### src/rtl/event_trigger_mapper.sv
// event_trigger_mapper: event-code stream to per-output trigger strobes.
// Optional drop counter built when EVENT_TRIGGER_DROP_COUNT_EN is defined.
module event_trigger_mapper #(
  parameter int NUM_TRIGGERS  = 8,
  parameter int HOLDOFF_WIDTH = 16
) (
  input  logic                    evrClk,
  input  logic                    evrRst_n,
  input  logic                    evrCsrStrobe,
  input  logic [31:0]             evrCsrData,
  input  logic [7:0]              eventCode,
  input  logic                    eventValid,
  output logic                    busy,
  output logic [NUM_TRIGGERS-1:0] triggerStrobe,
  output logic [15:0]             dropCount
);

  localparam int NT = NUM_TRIGGERS;
  localparam int HW = HOLDOFF_WIDTH;

  typedef enum logic [0:0] {
    S_CLEAR = 1'b0,
    S_RUN   = 1'b1
  } state_t;

  state_t state;
  state_t stateNext;

  logic [7:0]    clrAddr;
  logic [7:0]    clrAddrNext;

  logic [1:0]    csrOp;
  logic [3:0]    holdIdx;
  logic          opSetMap;
  logic          opSetHold;
  logic          opClear;
  logic          inRun;
  logic          mapWrEn;
  logic          clearReq;
  logic          unusedCsr;

  logic          ramWe;
  logic [7:0]    ramWaddr;
  logic [NT-1:0] ramWdata;
  logic [NT-1:0] maskRam [256];
  logic [NT-1:0] maskRd;
  logic          rdValid;

  logic [HW-1:0] holdVal [NT];
  logic [HW-1:0] holdCnt [NT];
  logic [NT-1:0] holdActive;
  logic [NT-1:0] fire;

  assign csrOp     = evrCsrData[31:30];
  assign holdIdx   = evrCsrData[27:24];
  assign opSetMap  = evrCsrStrobe && (csrOp == 2'd0);
  assign opSetHold = evrCsrStrobe && (csrOp == 2'd1);
  assign opClear   = evrCsrStrobe && (csrOp == 2'd2);
  assign inRun     = (state == S_RUN);
  assign mapWrEn   = opSetMap && inRun;
  assign clearReq  = opClear && inRun;

  // Bits outside the active fields are don't-care.
  assign unusedCsr = ^evrCsrData;

  // State register: reset parks the sweep at address 0.
  always_ff @(posedge evrClk) begin
    if (!evrRst_n) begin
      state   <= S_CLEAR;
      clrAddr <= 8'd0;
    end else begin
      state   <= stateNext;
      clrAddr <= clrAddrNext;
    end
  end

  // Next state: sweep 256 entries, or restart on CLEAR.
  always_comb begin
    stateNext   = state;
    clrAddrNext = clrAddr;
    unique case (state)
      S_CLEAR: begin
        clrAddrNext = clrAddr + 8'd1;
        if (clrAddr == 8'hFF) begin
          stateNext = S_RUN;
        end
      end
      S_RUN: begin
        if (clearReq) begin
          stateNext   = S_CLEAR;
          clrAddrNext = 8'd0;
        end
      end
    endcase
  end

  // Outputs: sweep owns the RAM write port while clearing.
  always_comb begin
    busy     = 1'b0;
    ramWe    = 1'b0;
    ramWaddr = 8'd0;
    ramWdata = '0;
    unique case (state)
      S_CLEAR: begin
        busy     = 1'b1;
        ramWe    = 1'b1;
        ramWaddr = clrAddr;
      end
      S_RUN: begin
        ramWe    = mapWrEn;
        ramWaddr = evrCsrData[23:16];
        ramWdata = evrCsrData[NT-1:0];
      end
    endcase
  end

  // Mask RAM: read-first, so a same-cycle write is seen next event.
  always_ff @(posedge evrClk) begin
    if (ramWe) begin
      maskRam[ramWaddr] <= ramWdata;
    end
    maskRd <= maskRam[eventCode];
  end

  // Read-stage valid; events are dropped while sweeping.
  always_ff @(posedge evrClk) begin
    if (!evrRst_n) begin
      rdValid <= 1'b0;
    end else begin
      rdValid <= eventValid && inRun;
    end
  end

  // Holdoff reload values; out-of-range indices match no entry.
  always_ff @(posedge evrClk) begin
    if (!evrRst_n) begin
      for (int i = 0; i < NT; i++) begin
        holdVal[i] <= '0;
      end
    end else begin
      for (int i = 0; i < NT; i++) begin
        if (opSetHold && (holdIdx == 4'(i))) begin
          holdVal[i] <= evrCsrData[HW-1:0];
        end
      end
    end
  end

  // A counter is blocking whenever it is non-zero.
  always_comb begin
    holdActive = '0;
    for (int i = 0; i < NT; i++) begin
      holdActive[i] = (holdCnt[i] != '0);
    end
  end

  assign fire = (rdValid && inRun) ? (maskRd & ~holdActive) : '0;

  // Holdoff countdown: reload on fire, else count toward zero.
  always_ff @(posedge evrClk) begin
    if (!evrRst_n) begin
      for (int i = 0; i < NT; i++) begin
        holdCnt[i] <= '0;
      end
    end else begin
      for (int i = 0; i < NT; i++) begin
        if (fire[i]) begin
          holdCnt[i] <= holdVal[i];
        end else if (holdActive[i]) begin
          holdCnt[i] <= holdCnt[i] - 1'b1;
        end
      end
    end
  end

  // Registered one-cycle strobes to the output drivers.
  always_ff @(posedge evrClk) begin
    if (!evrRst_n) begin
      triggerStrobe <= '0;
    end else begin
      triggerStrobe <= fire;
    end
  end

`ifdef EVENT_TRIGGER_DROP_COUNT_EN
  logic [NT-1:0] suppress;
  logic [15:0]   dropCnt;

  assign suppress = (rdValid && inRun) ? (maskRd & holdActive) : '0;

  // Saturating count of cycles with any holdoff-suppressed trigger.
  always_ff @(posedge evrClk) begin
    if (!evrRst_n) begin
      dropCnt <= 16'h0000;
    end else if (clearReq) begin
      dropCnt <= 16'h0000;
    end else if ((|suppress) && (dropCnt != 16'hFFFF)) begin
      dropCnt <= dropCnt + 16'd1;
    end
  end

  assign dropCount = dropCnt;
`else
  assign dropCount = 16'h0000;
`endif

endmodule
### config.mk
export PLATFORM = sky130hd
export DESIGN_NAME = event_trigger_mapper
export DESIGN_NICKNAME = d
export VERILOG_FILES = /design/src/rtl/event_trigger_mapper.sv
export SDC_FILE = /design/constraint.sdc
export NUM_CORES = 2
export LEC_CHECK = 0
export BUFFER_PORTS_ARGS = -buffer_cell sky130_fd_sc_hd__buf_2
export CAP_MARGIN = 20
export CORE_UTILIZATION = 35
export CTS_BUF_LIST = sky130_fd_sc_hd__clkbuf_8 sky130_fd_sc_hd__clkbuf_16
export DETAILED_ROUTE_END_ITERATION = 6
export HOLD_SLACK_MARGIN = 0.15
export PLACE_DENSITY = 0.6
export SETUP_SLACK_MARGIN = 0.2
export SLEW_MARGIN = 0
export SYNTH_ARGS = -nofsm -noshare
export SYNTH_HDL_FRONTEND = slang
export SYNTH_SLANG_ARGS = --single-unit
### constraint.sdc
create_clock -name evrClk -period 8 [get_ports evrClk]
set_input_delay 2.4 -clock evrClk [delete_from_list [all_inputs] [get_ports evrClk]]
set_output_delay 2.4 -clock evrClk [all_outputs]
set_load 0.005 [all_outputs]
==> flow_summary.ini <==
[power_and_ir_drop]
power_density_nw_per_um2 = 251
vdd_drop_max_mv = 0.247
p_leak_uw = 0.0304

[grt]
overflow = 0
grt_pass1_vias = 46741
grt_max_degree = 236
grt_pass1_wl_mm = 323
track_usage_pct = 16.6
antenna_found_initial = 9

[synth]
synth.area.top_cells = edfxtp_1 75%, mux4_2 10%, mux2i_1 2.1%
synth_top_area_cell = edfxtp_1
synth.yosys.seq_area_share_pct = 75.5
syn_area_um2 = 92300
synthDistinctLibCells = 73
synth_ff_type = edfxtp_1
yosysWarnings = 0
async_flop_share_pct = 0
synth_edf_count = 2304
synth.top_cell.area_share_pct = 74.9
synth_seq_cells = 2330
syn_area_per_cell_um2 = 18.8
synthCells = 4915

[worst_hold_path]
hp-start = holdVal[1][27]
min_path_type = flop to flop

[routing]
first_pass_iters = 6
drc = 0
final_antenna_net_count = 0
vias = 46545
wl_mm = 222
wl_per_cell_um = 25.5
first_iter_violations = 4890
via_per_inst = 5.35

[worst_setup_path]
endpoint_kind = flop
startpoint_type = input pin
r2r-start = inRun
critical_path_class = input pin to flop
arrival_ps = 6040
critPathMaxFanout = 29
crit_path_start = eventCode[3]
cp_data_required_time_ps = 8770

[timing]
finalClockSkew_ps = 29.8
timing.fmax_ghz = 0.190
worst_pin_slew_ps = 1180
slew_violations = 0
min_period_ps = 5270
hold_ws_ps = 516
relSlewSlack_pct = 20.7
rsz0062_at_grt = no
tns_ps = 0
hold_violations = 0
post-route-period-util_pct = 65.9
setup_viol = 0

[place]
dpl.hpwl_mm = 130
gp_congestion = 0.801
port_buffers = 50

[clocking]
clock_path_buffers = 3
htree_levels = 4
clkTransAtPathRegs_ps = 70
clk_latency_ps = 860
cts.repair.resized = 0
root_buffer = clkbuf_16
holdBufCountCts = 0
tritoncts = built
cts_buffers = 223
clock_sinks = 2330
cts_setup_buffers = 0

[finish]
area_growth_pct = 11.9
drive_gt1_share_pct = 18.0
final_common_cell = edfxtp_1
layout_common_cells = 2304 x edfxtp_1, 449 x nor2_1, 426 x mux4_2
layout.nets = 5044

[floorplanning]
ios = 69
fp.dieArea_um2 = 266000
fp.dieH_um = 516
die_w_um = 516
core.rowCount = 188
core_area_um2 = 262000
initial_utilization_pct = 35.2

[run]
cap_violations = 0

[run_status]
status = complete, no violations
[cell usage after synthesis (all sizes together) (51+ instances only)]
library cell and n:
edfxtp 2304, nor2 451, mux4 426, nand2 210, mux2i 197, clkbuf 153, buf 138, a22oi 107
o21ai 104, a21oi 78, xnor2 62, a22o 54, a221oi 51
[worst paths after layout]
path,end,slack [ps],cells past startpoint
setup / recovery,maskRd[7],2730,8
setup reg to reg,maskRam[66][7],4290,4
hold / removal,holdCnt[1][27],520,1
hold reg to reg,holdCnt[1][27],520,1
[layout make-up]
cell class | count | area [um2]
flip-flops and latches | 2330 | 69700
diodes | 6 | 15.0
clock inverters | 183 | 1160
multi-input cells | 2260 | 21100
inverters | 49 | 184
repair buffers | 125 | 1050
well taps | 3515 | 4400
clock buffers | 228 | 5680
fillers | 23341 | 159000
[cell families after synthesis]
family	count (synthesis)	synth area share, %
muxes	626	12.6
and+or+nand+nor	922	4.47
adders and majority gates	11	0.149
xor gates and xnor gates	100	0.949
AOI/OAI and AO/OA	585	4.50
buffers and inverters	340	1.85
DFF	2330	75.5
other	1	0.00406
[where the power goes]
part	internal (uW)	leakage (uW)	switching (uW)
Sequential	13700	0.0197	257
Combinational	839	0.00708	1240
Clock	5450	0.00355	4490
Total	19900	0.0304	5990
[worst max-delay path: stages]
cell     delay, ps
buf_2          700
nor2b_4        950
buf_4          390
a22o_1         230
nor4_1          70
o21ai_0        580
o22ai_1        360
nor3_1         260
[per-layer routing]
metal | GRT usage [%] | wire length [um] | share of wire, %
met3 | 2.99 | 15200 | 6.8
met2 | 26.6 | 106000 | 48
met1 | 23.0 | 94600 | 43
met5 | 0 | 11 | 0.0050
met4 | 4.99 | 5750 | 2.6
[sequential cells by signal (all words and copies together) (netlist names)]
name and flops:
clrAddr 8, holdVal 128, maskRd 8, triggerStrobe 8, inRun 1, rdValid 1
holdCnt 128, maskRam 2048
[through the flow]
step,setup WS (ps),area [um2],instances,util [%],total power [uW]
floorplan,1490,92400,4930,-,15700
global placement,1850,96400,8273,36.7,16200
detailed placement,1890,96400,8277,36.8,16200
CTS,2820,103000,8688,39.4,26100
global route,2710,103000,8691,39.4,26800
finish,2730,103000,8696,39.4,25900
Note: power is estimated with default switching activity, not from simulation.
